===== src/rtl/uart_pkg.sv =====
// Shared types and constants for the buffered 8N1 UART transmitter.
package uart_pkg;

   // Transmit FSM states.
   typedef enum logic [1:0] {
      IDLE  = 2'd0,
      START = 2'd1,
      DATA  = 2'd2,
      STOP  = 2'd3
   } tx_state_e;

   // 8N1 frame: start bit, eight data bits, stop bit.
   localparam int DATA_BITS  = 8;
   localparam int FRAME_BITS = DATA_BITS + 2;

endpackage : uart_pkg


===== src/rtl/uart_tx_fifo.sv =====
// Write buffer for the UART transmitter: circular storage with occupancy count.
// Full/empty come from the count alone; pointers wrap naturally (DEPTH is a power of two).
module uart_tx_fifo
   import uart_pkg::*;
#(
   parameter int DEPTH  = 8,
   parameter int DATA_W = DATA_BITS
) (
   input  logic                       clk_i,
   input  logic                       rst_ni,
   input  logic                       wr_en_i,
   input  logic [DATA_W-1:0]          wr_data_i,
   input  logic                       rd_en_i,
   output logic [DATA_W-1:0]          rd_data_o,
   output logic                       full_o,
   output logic                       empty_o,
   output logic [$clog2(DEPTH):0]     count_o
);

   localparam int PTR_W = $clog2(DEPTH);
   localparam logic [PTR_W-1:0] PTR_ONE  = PTR_W'(1);
   localparam logic [PTR_W:0]   CNT_ONE  = (PTR_W+1)'(1);
   localparam logic [PTR_W:0]   CNT_FULL = (PTR_W+1)'(DEPTH);

   logic [DATA_W-1:0] mem_q [DEPTH];
   logic [PTR_W-1:0]  wr_ptr_q, wr_ptr_d;
   logic [PTR_W-1:0]  rd_ptr_q, rd_ptr_d;
   logic [PTR_W:0]    count_q, count_d;
   logic              push, pop;

   assign full_o    = (count_q == CNT_FULL);
   assign empty_o   = (count_q == '0);
   assign count_o   = count_q;
   assign rd_data_o = mem_q[rd_ptr_q];

   // A write while full is dropped outright, even if a pop happens in the same cycle.
   assign push = wr_en_i && !full_o;
   assign pop  = rd_en_i && !empty_o;

   // Next pointer and occupancy values; simultaneous push and pop leave count unchanged.
   always_comb begin
      wr_ptr_d = wr_ptr_q;
      rd_ptr_d = rd_ptr_q;
      count_d  = count_q;
      if (push) wr_ptr_d = wr_ptr_q + PTR_ONE;
      if (pop)  rd_ptr_d = rd_ptr_q + PTR_ONE;
      case ({push, pop})
         2'b10:   count_d = count_q + CNT_ONE;
         2'b01:   count_d = count_q - CNT_ONE;
         default: count_d = count_q;
      endcase
   end

   // Control state: pointers and count, cleared asynchronously.
   always_ff @(posedge clk_i or negedge rst_ni) begin
      if (!rst_ni) begin
         wr_ptr_q <= '0;
         rd_ptr_q <= '0;
         count_q  <= '0;
      end else begin
         wr_ptr_q <= wr_ptr_d;
         rd_ptr_q <= rd_ptr_d;
         count_q  <= count_d;
      end
   end

   // Storage array; contents are meaningless until written, so no reset.
   always_ff @(posedge clk_i) begin
      if (push) mem_q[wr_ptr_q] <= wr_data_i;
   end

endmodule : uart_tx_fifo


===== src/rtl/uart_tx_buffered.sv =====
// Buffered 8N1 UART transmitter: write FIFO feeding a registered serial shifter.
// Frames go out back to back with no idle gap while the FIFO has data.
module uart_tx_buffered
   import uart_pkg::*;
#(
   parameter int CLK_FREQ   = 50000000,
   parameter int BAUD_RATE  = 19200,
   parameter int FIFO_DEPTH = 8
) (
   input  logic                          clk,
   input  logic                          rst,
   input  logic [7:0]                    tx_data_in,
   input  logic                          wr_en,
   output logic                          full,
   output logic                          empty,
   output logic [$clog2(FIFO_DEPTH):0]   count,
   output logic                          tx,
   output logic                          tx_active,
   output logic                          done_tx
);

   localparam int CLK_DIVIDE = CLK_FREQ / BAUD_RATE;
   localparam int CNT_W      = (CLK_DIVIDE > 1) ? $clog2(CLK_DIVIDE) : 1;
   localparam logic [CNT_W-1:0] BAUD_LAST = CNT_W'(CLK_DIVIDE - 1);
   localparam logic [CNT_W-1:0] BAUD_ONE  = CNT_W'(1);
   localparam logic [2:0]       LAST_BIT  = 3'(DATA_BITS - 1);

   tx_state_e        state_q, state_d;
   logic [CNT_W-1:0] baud_q, baud_d;
   logic [2:0]       bit_q, bit_d;
   logic [7:0]       shift_q, shift_d;
   logic             tx_q, tx_d;
   logic             done_q, done_d;
   logic             pop;
   logic             baud_end;
   logic [7:0]       head;

   uart_tx_fifo #(
      .DEPTH  (FIFO_DEPTH),
      .DATA_W (8)
   ) u_fifo (
      .clk_i     (clk),
      .rst_ni    (rst),
      .wr_en_i   (wr_en),
      .wr_data_i (tx_data_in),
      .rd_en_i   (pop),
      .rd_data_o (head),
      .full_o    (full),
      .empty_o   (empty),
      .count_o   (count)
   );

   assign baud_end  = (baud_q == BAUD_LAST);
   assign tx        = tx_q;
   assign tx_active = (state_q != IDLE);
   assign done_tx   = done_q;

   // Frame sequencing: each bit lasts CLK_DIVIDE clocks; the stop bit chains straight
   // into the next start bit when more data is queued.
   always_comb begin
      state_d = state_q;
      baud_d  = baud_q;
      bit_d   = bit_q;
      shift_d = shift_q;
      tx_d    = tx_q;
      done_d  = 1'b0;
      pop     = 1'b0;
      case (state_q)
         IDLE: begin
            tx_d = 1'b1;
            if (!empty) begin
               pop     = 1'b1;
               shift_d = head;
               tx_d    = 1'b0;
               baud_d  = '0;
               state_d = START;
            end
         end
         START: begin
            if (baud_end) begin
               baud_d  = '0;
               bit_d   = '0;
               tx_d    = shift_q[0];
               state_d = DATA;
            end else begin
               baud_d = baud_q + BAUD_ONE;
            end
         end
         DATA: begin
            if (baud_end) begin
               baud_d = '0;
               if (bit_q == LAST_BIT) begin
                  bit_d   = '0;
                  tx_d    = 1'b1;
                  state_d = STOP;
               end else begin
                  shift_d = {1'b0, shift_q[7:1]};
                  tx_d    = shift_q[1];
                  bit_d   = bit_q + 3'd1;
               end
            end else begin
               baud_d = baud_q + BAUD_ONE;
            end
         end
         STOP: begin
            if (baud_end) begin
               baud_d = '0;
               done_d = 1'b1;
               if (!empty) begin
                  pop     = 1'b1;
                  shift_d = head;
                  tx_d    = 1'b0;
                  state_d = START;
               end else begin
                  tx_d    = 1'b1;
                  state_d = IDLE;
               end
            end else begin
               baud_d = baud_q + BAUD_ONE;
            end
         end
         default: begin
            tx_d    = 1'b1;
            baud_d  = '0;
            bit_d   = '0;
            state_d = IDLE;
         end
      endcase
   end

   // Transmitter registers; reset drops any frame in flight and returns the line high.
   always_ff @(posedge clk or negedge rst) begin
      if (!rst) begin
         state_q <= IDLE;
         baud_q  <= '0;
         bit_q   <= '0;
         shift_q <= '0;
         tx_q    <= 1'b1;
         done_q  <= 1'b0;
      end else begin
         state_q <= state_d;
         baud_q  <= baud_d;
         bit_q   <= bit_d;
         shift_q <= shift_d;
         tx_q    <= tx_d;
         done_q  <= done_d;
      end
   end

endmodule : uart_tx_buffered


===== config.mk =====
export PLATFORM = sky130hd
export DESIGN_NAME = uart_tx_buffered
export DESIGN_NICKNAME = d
export VERILOG_FILES = /design/src/rtl/uart_pkg.sv /design/src/rtl/uart_tx_fifo.sv /design/src/rtl/uart_tx_buffered.sv
export SDC_FILE = /design/constraint.sdc
export NUM_CORES = 1
export LEC_CHECK = 0
export ABC_AREA = 0
export CAP_MARGIN = 20
export CORE_UTILIZATION = 35
export CTS_BUF_LIST = sky130_fd_sc_hd__clkbuf_8
export DETAILED_ROUTE_END_ITERATION = 10
export SLEW_MARGIN = 20
export SYNTH_ARGS = -nofsm -noshare
export SYNTH_HDL_FRONTEND = slang
export SYNTH_SLANG_ARGS = --single-unit
export TNS_END_PERCENT = 30

===== constraint.sdc =====
create_clock -name clk -period 3.29 [get_ports clk]
set_input_delay 0.658 -clock clk [delete_from_list [all_inputs] [get_ports clk]]
set_output_delay 0.658 -clock clk [all_outputs]
set_load 0.005 [all_outputs]

==> results.toml, run 1 <==
[logic_synthesis]
yosysSeqAreaShare_pct = 60.1
ys_warn_count = 0
synth_area_um2 = 4740
yosys_register_bits = 101
netlist_instances = 330
synth_nets = 356
synth-edff-count = 64
syn_area_per_cell_um2 = 14.4
yosys_most_used_dff = "edfxtp_1"
synthArstFlopShare_pct = 36.6
synth.lib_cells_used.distinct = 56

[cts]
cts_setup_buffers = 0
cts.sinks = 101
clock_path_buffers = 2
cts.hold.buffers_added = 0
cts_resized = 0
clk_pin_slew_ns = 0.10
cts_htree_levels = 3
cts_tree = "yes"
clk_latency_ns = 0.38
root_buffer = "clkbuf_8"
cts-buffers-inserted = 9

[status]
status = "finished, final reports clean"

[power]
p_switching_uw = 1650
p_int_uw = 2790
pwr-share-seq_pct = 44.3
power_leakage_uw = 0.00194
p_clk_share_pct = 16.9
finalPower_uw = 4450
swShare_pct = 37.2
powerDensity_nw_per_um2 = 833
power_frac_comb_pct = 38.8
ir_drop_uv = 392

[sta]
hold_violations = 0
fin_setup_tns_ns = 0
period_minus_slack_ns = 2.81
skew_ns = 0.0101
slew_viol_final = 0
fmax_mhz = 356
period_share_pct = 85.5
tightest_slew_ns = 0.855
maxSlewHeadroom_pct = 43.0
grt_setup_unrepaired = "false"
setup_viol = 0

[global_route]
groute.usage.overall_pct = 13.9
first_global_vias = 2768
antenna_found_initial = 0
grt_max_degree = 38
grt_pass1_wl_mm = 14.7
overflow = 0

[die]
core_um2 = 13200
rows = 42
die_x_um = 118
ios = 20
die_y_um = 118
start_util_pct = 35.8
die-area_um2 = 14000

[critical_path]
rr_endpoint = "u_fifo.count_o[3]$_DFFE_PN0P_"
crit_path_end_kind = "flop"
critPathKind = "flop to flop"
cp_slowest_cell = "dfrtp_1"
worstReg2RegStart = "baud_q[7]$_DFFE_PN0P_"
max_stage_delay_ns = 0.49
required_ns = 3.61
critPathBufInv = 0
crit_chain = "nor4b_2, a41oi_1, nor3_2, ha_1, ha_1, a21o_1, a21oi_1, mux2i_1, xnor2_1"
arrival_ns = 3.13
r2r_cells = 9
reg2reg_slack_ns = 0.48
worst_path_dominant_cell_family = "simple AND/OR/NAND/NOR gates"
crit_top_cell = "ha_1"
path_max_fanout = 8
start_kind = "flop"

[detailed_routing]
routedWlPerCell_um = 16.8
drt_wl_total_mm = 9.05
drt_iter0_drc = 141
first_pass_iters = 4
vias = 2790
viasPerCell = 5.19
drc_errors = 0
postRouteAntennaNets = 0

[place]
io_buffers = 19
gp_congestion = 0.782
dp_hpwl_mm = 6.07

[layout]
drive_above_1_share_pct = 19.9
final_common_cell = "edfxtp_1"
area_delta_synth_final_pct = 12.5
final_cell_mix = "64 x edfxtp_1, 35 x dfrtp_1, 22 x nand2_1, 18 x clkdlybuf4s50_1"
diodes = 0
nNetsFinal = 383

[run]
drv_cap = 0

[worst_hold_path]
hold_class = "input port to asynchronous set/reset pin"
[per-stage QoR]
step	hold WS [ns]	cell area, µm²	util (%)	cells	worst slack, ns
after floorplan	0.362	4740	-	330	0.664
after global placement	0.498	5150	38.9	522	0.482
after detailed placement	0.503	5150	38.9	522	0.386
after CTS	0.396	5330	40.3	538	0.439
after global routing	0.433	5340	40.3	538	0.204
final	0.378	5340	40.3	538	0.478
[final cells by class]
type / instances / area (µm²)
fill: 1253 / 7910
tap: 176 / 220
clock buffer: 9 / 124
sequential: 101 / 2850
clock inverter: 7 / 56.3
multi-input combinational: 200 / 1760
inverter: 14 / 52.6
timing repair buffer: 31 / 275
[state kept, by name (all words and copies together), names as in the netlist]
| register | count |
|---|---|
| u_fifo.rd_ptr_q | 3 |
| state_q | 2 |
| u_fifo.mem_q | 64 |
| tx | 1 |
| bit_q | 3 |
| baud_q | 12 |
| done_tx | 1 |
| shift_q | 8 |
| u_fifo.wr_ptr_q | 3 |
| u_fifo.count_o | 4 |
[per-layer routing]
metal / global-route usage [%] / share of wire [%] / vias to the layer above
met1: 17.9 / 47 / 1416
met5: 0 / 0 / -
met4: 4.91 / 1.7 / 0
li1: - / - / 1324
met3: 3.91 / 3.1 / 12
met2: 22.5 / 48 / 38
[cells in the mapped netlist (all sizes together), types with 3 or more instances]
library cell   n  area share [%]
a21o           3            0.47
a21oi         10             1.1
a22o           6             1.1
a31oi          9             1.2
buf            9             1.3
clkbuf         6            0.47
dfrtp         36              19
edfxtp        64              41
ha            14             3.7
inv           14             1.1
mux2          11             2.6
mux2i          4            0.84
mux4          16             7.6
nand2         22             1.7
nand2b         4            0.53
nand3          3            0.32
nand4          3            0.40
nor2          16             1.3
nor3          14             1.8
nor3b          3            0.47
nor4           8             2.0
o21ai         10             1.1
o31a           3            0.55
o32ai          7             1.3
xnor2          6             1.1
[worst max-delay path by stage]
stage                                   from                             to  slack, ns  cells after the start
5_1_grt                baud_q[7]$_DFFE_PN0P_  u_fifo.count_o[3]$_DFFE_PN0P_       0.20                      9
4_1_cts                baud_q[7]$_DFFE_PN0P_  u_fifo.count_o[3]$_DFFE_PN0P_       0.44                      9
3_5_place_dp                           wr_en  u_fifo.count_o[3]$_DFFE_PN0P_       0.39                      9
2_1_floorplan  u_fifo.count_o[0]$_DFFE_PN0P_  u_fifo.count_o[3]$_DFFE_PN0P_       0.66                     10
6_report               baud_q[7]$_DFFE_PN0P_  u_fifo.count_o[3]$_DFFE_PN0P_       0.48                      9
3_3_place_gp                           wr_en  u_fifo.count_o[3]$_DFFE_PN0P_       0.48                      9
[worst register-to-register path, stage by stage (launching register included)]
cell and delay, ns:
dfrtp_1 0.49, nor4b_2 0.47, a41oi_1 0.23, nor3_2 0.29
ha_1 0.28, ha_1 0.26, a21o_1 0.19, a21oi_1 0.18
mux2i_1 0.24, xnor2_1 0.13
[power groups by stage]
stage          clock network [µW]  logic (µW)  registers (µW)
2_1_floorplan                   0        1440            1810
6_report                      750        1730            1970
4_1_cts                       774        1750            1970
3_5_place_dp                    0        1740            2000
3_3_place_gp                    0        1720            1980
5_1_grt                       827        1920            2020
[logic make-up after synthesis]
family                     share of synthesized area, %
buffers and inverters                              2.90
AOI/OAI and AO/OA                                  9.23
xor gates and xnor gates                           1.48
and+or+nand+nor                                    11.2
muxes                                              11.1
DFF                                                60.1
adders and majority gates                          4.12
(Power assumes the default switching activity.)
==> run 2, diff against run 1 <==
Settings changed: SKIP_CTS_REPAIR_TIMING set to 1, SLEW_MARGIN 20 to 5.
==> results.toml, run 2 (synthesis results as in run 1) <==
[status]
status = "finished, final reports clean"

[layout]
final_cell_mix = "64 x edfxtp_1, 36 x dfrtp_1, 22 x nand2_1, 18 x clkdlybuf4s50_1"
final_util_pct = 40.4
final_common_cell = "edfxtp_1"
diodes = 0
largest_reg_flops = 64
regMostFlops = "u_fifo.mem_q"
top_regs = "u_fifo.mem_q x64, baud_q x12, shift_q x8"
area_delta_synth_final_pct = 12.8
drive_above_1_share_pct = 19.8
nNetsFinal = 384

[place]
io_buffers = 19
gp_congestion = 0.782
dp_hpwl_mm = 6.07
dp_worst_setup_slack_ns = 0.386

[critical_path]
crit_path_end_kind = "flop"
arrival_ns = 3.13
max_stage_delay_ns = 0.49
start_kind = "flop"
required_ns = 3.61
critPathKind = "flop to flop"
crit_chain = "nor4b_2, a41oi_1, nor3_2, ha_1, ha_1, a21o_1, a21oi_1, mux2i_1, xnor2_1"
crit_top_cell = "ha_1"
cp_slowest_cell = "dfrtp_1"
path_max_fanout = 8

[sta]
hold_violations = 0
fmax_mhz = 356
setup_viol = 0
slew_viol_final = 0
maxSlewHeadroom_pct = 42.9
worst_slack_ns = 0.481
fin_setup_tns_ns = 0
period_minus_slack_ns = 2.81
tightest_slew_ns = 0.856
skew_ns = 0.0104
period_share_pct = 85.4
grt_setup_unrepaired = "false"

[global_route]
groute.usage.overall_pct = 13.9
overflow = 0
gr-max-usage-layer = "met2"
grtUsageMet3_pct = 3.91
grt_max_degree = 38
grtUsageMet2_pct = 22.5
first_global_vias = 2768
globalRouteMet1Util_pct = 17.9
grt_pass1_wl_mm = 14.7
antenna_found_initial = 0

[detailed_routing]
first_pass_iters = 4
vias = 2791
drc_errors = 0
postRouteAntennaNets = 0
drt_iter0_drc = 133
routedWlPerCell_um = 16.8
drt_wl_total_mm = 9.07
viasPerCell = 5.18

[worst_hold_path]
hold_class = "input port to asynchronous set/reset pin"

[cts]
cts.sinks = 101
clk_latency_ns = 0.38
clk_pin_slew_ns = 0.10
cts_htree_levels = 3
cts-buffers-inserted = 9
cts_tree = "yes"
clock_path_buffers = 2
root_buffer = "clkbuf_8"

[power]
ir_drop_uv = 392
powerDensity_nw_per_um2 = 835
power_leakage_uw = 0.00194

[die]
start_util_pct = 35.8
die_y_um = 118
die-area_um2 = 14000
ios = 20
die_x_um = 118
rows = 42
core_um2 = 13200

[run]
drv_cap = 0
-- run 2: changes by cell type in the layout (fill, tap and decap cells not counted), sizes merged --
cell,previous run,this run
buf,13,14
-- run 2: through the flow --
| step | area, µm² | cells | hold slack (ns) | power, µW |
|---|---|---|---|---|
| floorplan | 4740 | 330 | 0.362 | 3260 |
| global placement | 5150 | 522 | 0.498 | 3700 |
| detailed placement | 5150 | 522 | 0.503 | 3740 |
| CTS | 5330 | 538 | 0.396 | 4500 |
| global route | 5350 | 539 | 0.433 | 4780 |
| finish | 5350 | 539 | 0.377 | 4470 |
-- run 2: layout make-up --
class                      count  area, µm²
fill                        1252       7890
sequential                   101       2850
multi-input combinational    200       1760
timing repair buffer          32        290
tap                          176        220
clock buffer                   9        124
clock inverter                 7       56.3
inverter                      14       52.6
-- run 2: worst max-delay path, delay by kind of cell, from the launching register on --
kind | cells | cell delay (ns)
AOI/OAI and AO/OA | 3 | 0.60
xor gates and xnor gates | 1 | 0.13
adders and majority gates | 2 | 0.54
DFF | 1 | 0.49
muxes | 1 | 0.24
and+or+nand+nor | 2 | 0.76
-- run 2: path summary, 6_finish.rpt --
check                      cells after the start  slack (ns)             startpoint                             end
max in group asynchronous                      1        2.38                    rst  u_fifo.wr_ptr_q[2]$_DFFE_PN0P_
min reg2reg                                    1        0.52         tx$_DFFE_PN1P_                  tx$_DFFE_PN1P_
max                                            9        0.48  baud_q[7]$_DFFE_PN0P_   u_fifo.count_o[3]$_DFFE_PN0P_
max reg2reg                                    9        0.48  baud_q[7]$_DFFE_PN0P_   u_fifo.count_o[3]$_DFFE_PN0P_
min                                            1        0.38                    rst           baud_q[1]$_DFFE_PN0P_
min in group clk                               1        0.52         tx$_DFFE_PN1P_                  tx$_DFFE_PN1P_
-- run 2: where the power goes --
group | internal, µW | switching (µW) | leakage, µW
logic | 878 | 899 | 0.000808
clock network | 289 | 459 | 0.0000973
registers | 1640 | 300 | 0.00104
-- run 2: metal layers --
| layer | wire length (µm) | vias up | part of all wire [%] |
|---|---|---|---|
| li1 | - | 1325 | - |
| met1 | 4200 | 1415 | 46 |
| met2 | 4420 | 40 | 49 |
| met3 | 299 | 11 | 3.3 |
| met4 | 156 | 0 | 1.7 |
| met5 | 0 | - | 0 |
==> run 3, diff against run 2 <==
Settings changed: CORE_UTILIZATION 35 to 40.
==> results.toml, run 3 (synthesis results as in run 1) <==
[critical_path]
arrival_ns = 3.11
crit_path_end_kind = "flop"
crit_start = "baud_q[7]$_DFFE_PN0P_"
start_kind = "flop"
rr_endpoint = "u_fifo.count_o[3]$_DFFE_PN0P_"
required_ns = 3.59
path_max_fanout = 8
worstReg2RegStart = "baud_q[7]$_DFFE_PN0P_"
critPathKind = "flop to flop"
r2r_cells = 9
reg2reg_slack_ns = 0.48

[layout]
final_common_cell = "edfxtp_1"
regMostFlops = "u_fifo.mem_q"
final_cell_count_no_fill = 505
largest_reg_flops = 64
drive_above_1_share_pct = 20.2
top_regs = "u_fifo.mem_q x64, baud_q x12, shift_q x8"
nNetsFinal = 383
area_delta_synth_final_pct = 12.7
final_cell_mix = "64 x edfxtp_1, 36 x dfrtp_1, 22 x nand2_1, 18 x clkdlybuf4s50_1"
diodes = 0

[die]
die_x_um = 111
start_util_pct = 41.4
core_um2 = 11500
die-area_um2 = 12300
ios = 20
rows = 39
die_y_um = 111

[cts]
cts-buffers-inserted = 9
cts.sinks = 101
clk_pin_slew_ns = 0.10
clock_path_buffers = 2
cts_htree_levels = 3
root_buffer = "clkbuf_8"
clk_latency_ns = 0.38
cts_tree = "yes"

[sta]
setup_viol = 0
slew_viol_final = 0
period_minus_slack_ns = 2.81
fmax_mhz = 356
maxSlewHeadroom_pct = 41.0
period_share_pct = 85.3
tightest_slew_ns = 0.886
skew_ns = 0.0150
hold_violations = 0
fin_setup_tns_ns = 0
grt_setup_unrepaired = "false"

[detailed_routing]
drc_errors = 0
routedWlPerCell_um = 17.5
drt_iter0_drc = 130
first_pass_iters = 4
wl_met3_um = 214
drt_wl_total_mm = 8.82
viasPerCell = 5.52
highest_layer = "met4"
route.met2.wl_mm = 4.24
vias = 2787
postRouteAntennaNets = 0
wl_met1_mm = 4.27

[place]
dp_hpwl_mm = 5.91
dp.cells = 488
io_buffers = 19
gp_congestion = 0.742

[power]
powerDensity_nw_per_um2 = 848
p_switching_uw = 1690
power_leakage_uw = 0.00195
p_int_uw = 2840
p_clk_share_pct = 17.6
swShare_pct = 37.3
pwr-share-seq_pct = 42.5
power_frac_comb_pct = 39.9
ir_drop_uv = 362

[global_route]
first_global_vias = 2677
groute.usage.overall_pct = 15.2
grt_max_degree = 38
grt_pass1_wl_mm = 14.3
overflow = 0
antenna_found_initial = 0

[status]
status = "finished, final reports clean"

[run]
drv_cap = 0

[worst_hold_path]
hold_class = "input port to asynchronous set/reset pin"
[run 3: worst max path at each step]
stage / end / slack (ns) / depth (start not counted)
final: u_fifo.count_o[3]$_DFFE_PN0P_ / 0.48 / 9
after global routing: u_fifo.count_o[3]$_DFFE_PN0P_ / 0.32 / 9
after CTS: u_fifo.count_o[3]$_DFFE_PN0P_ / 0.49 / 9
after detailed placement: u_fifo.count_o[3]$_DFFE_PN0P_ / 0.39 / 9
after global placement: u_fifo.count_o[3]$_DFFE_PN0P_ / 0.48 / 9
after floorplan: u_fifo.count_o[3]$_DFFE_PN0P_ / 0.66 / 10
[run 3: power groups by stage]
stage / registers, µW / clock network [µW] / logic [µW]
after global routing: 1970 / 869 / 1990
after global placement: 1990 / 0 / 1710
after detailed placement: 2000 / 0 / 1750
after CTS: 1970 / 824 / 1760
after floorplan: 1810 / 0 / 1440
final: 1930 / 798 / 1810
[run 3: cell type report]
type	count	area [µm²]
clock buffer	9	124
clock inverter	7	87.6
inverter	14	52.6
multi-input combinational	200	1760
fill	1008	6120
sequential	101	2850
tap	143	179
timing repair buffer	31	295
[run 3: stage by stage]
stage	power, µW	setup WS [ns]	cell area [µm²]	utilization, %	hold WS [ns]
after detailed placement	3750	0.391	5100	44.5	0.497
after global placement	3700	0.478	5100	44.5	0.498
after floorplan	3260	0.664	4740	-	0.362
final	4530	0.484	5340	46.6	0.399
after global routing	4820	0.316	5340	46.6	0.423
after CTS	4550	0.491	5320	46.4	0.405
[run 3: routing by layer]
layer	track usage (%)	up-vias
li1	-	1331
met1	20.1	1415
met2	24.6	33
met3	3.61	8
met4	4.98	0
met5	0	-
[run 3: worst max-delay path: stages (launching register included)]
cell and delay [ns]:
dfrtp_1 0.49, nor4b_2 0.45, a41oi_1 0.22, nor3_2 0.32, ha_1 0.29, ha_1 0.26
a21o_1 0.19, a21oi_1 0.16, mux2i_1 0.23, xnor2_1 0.13
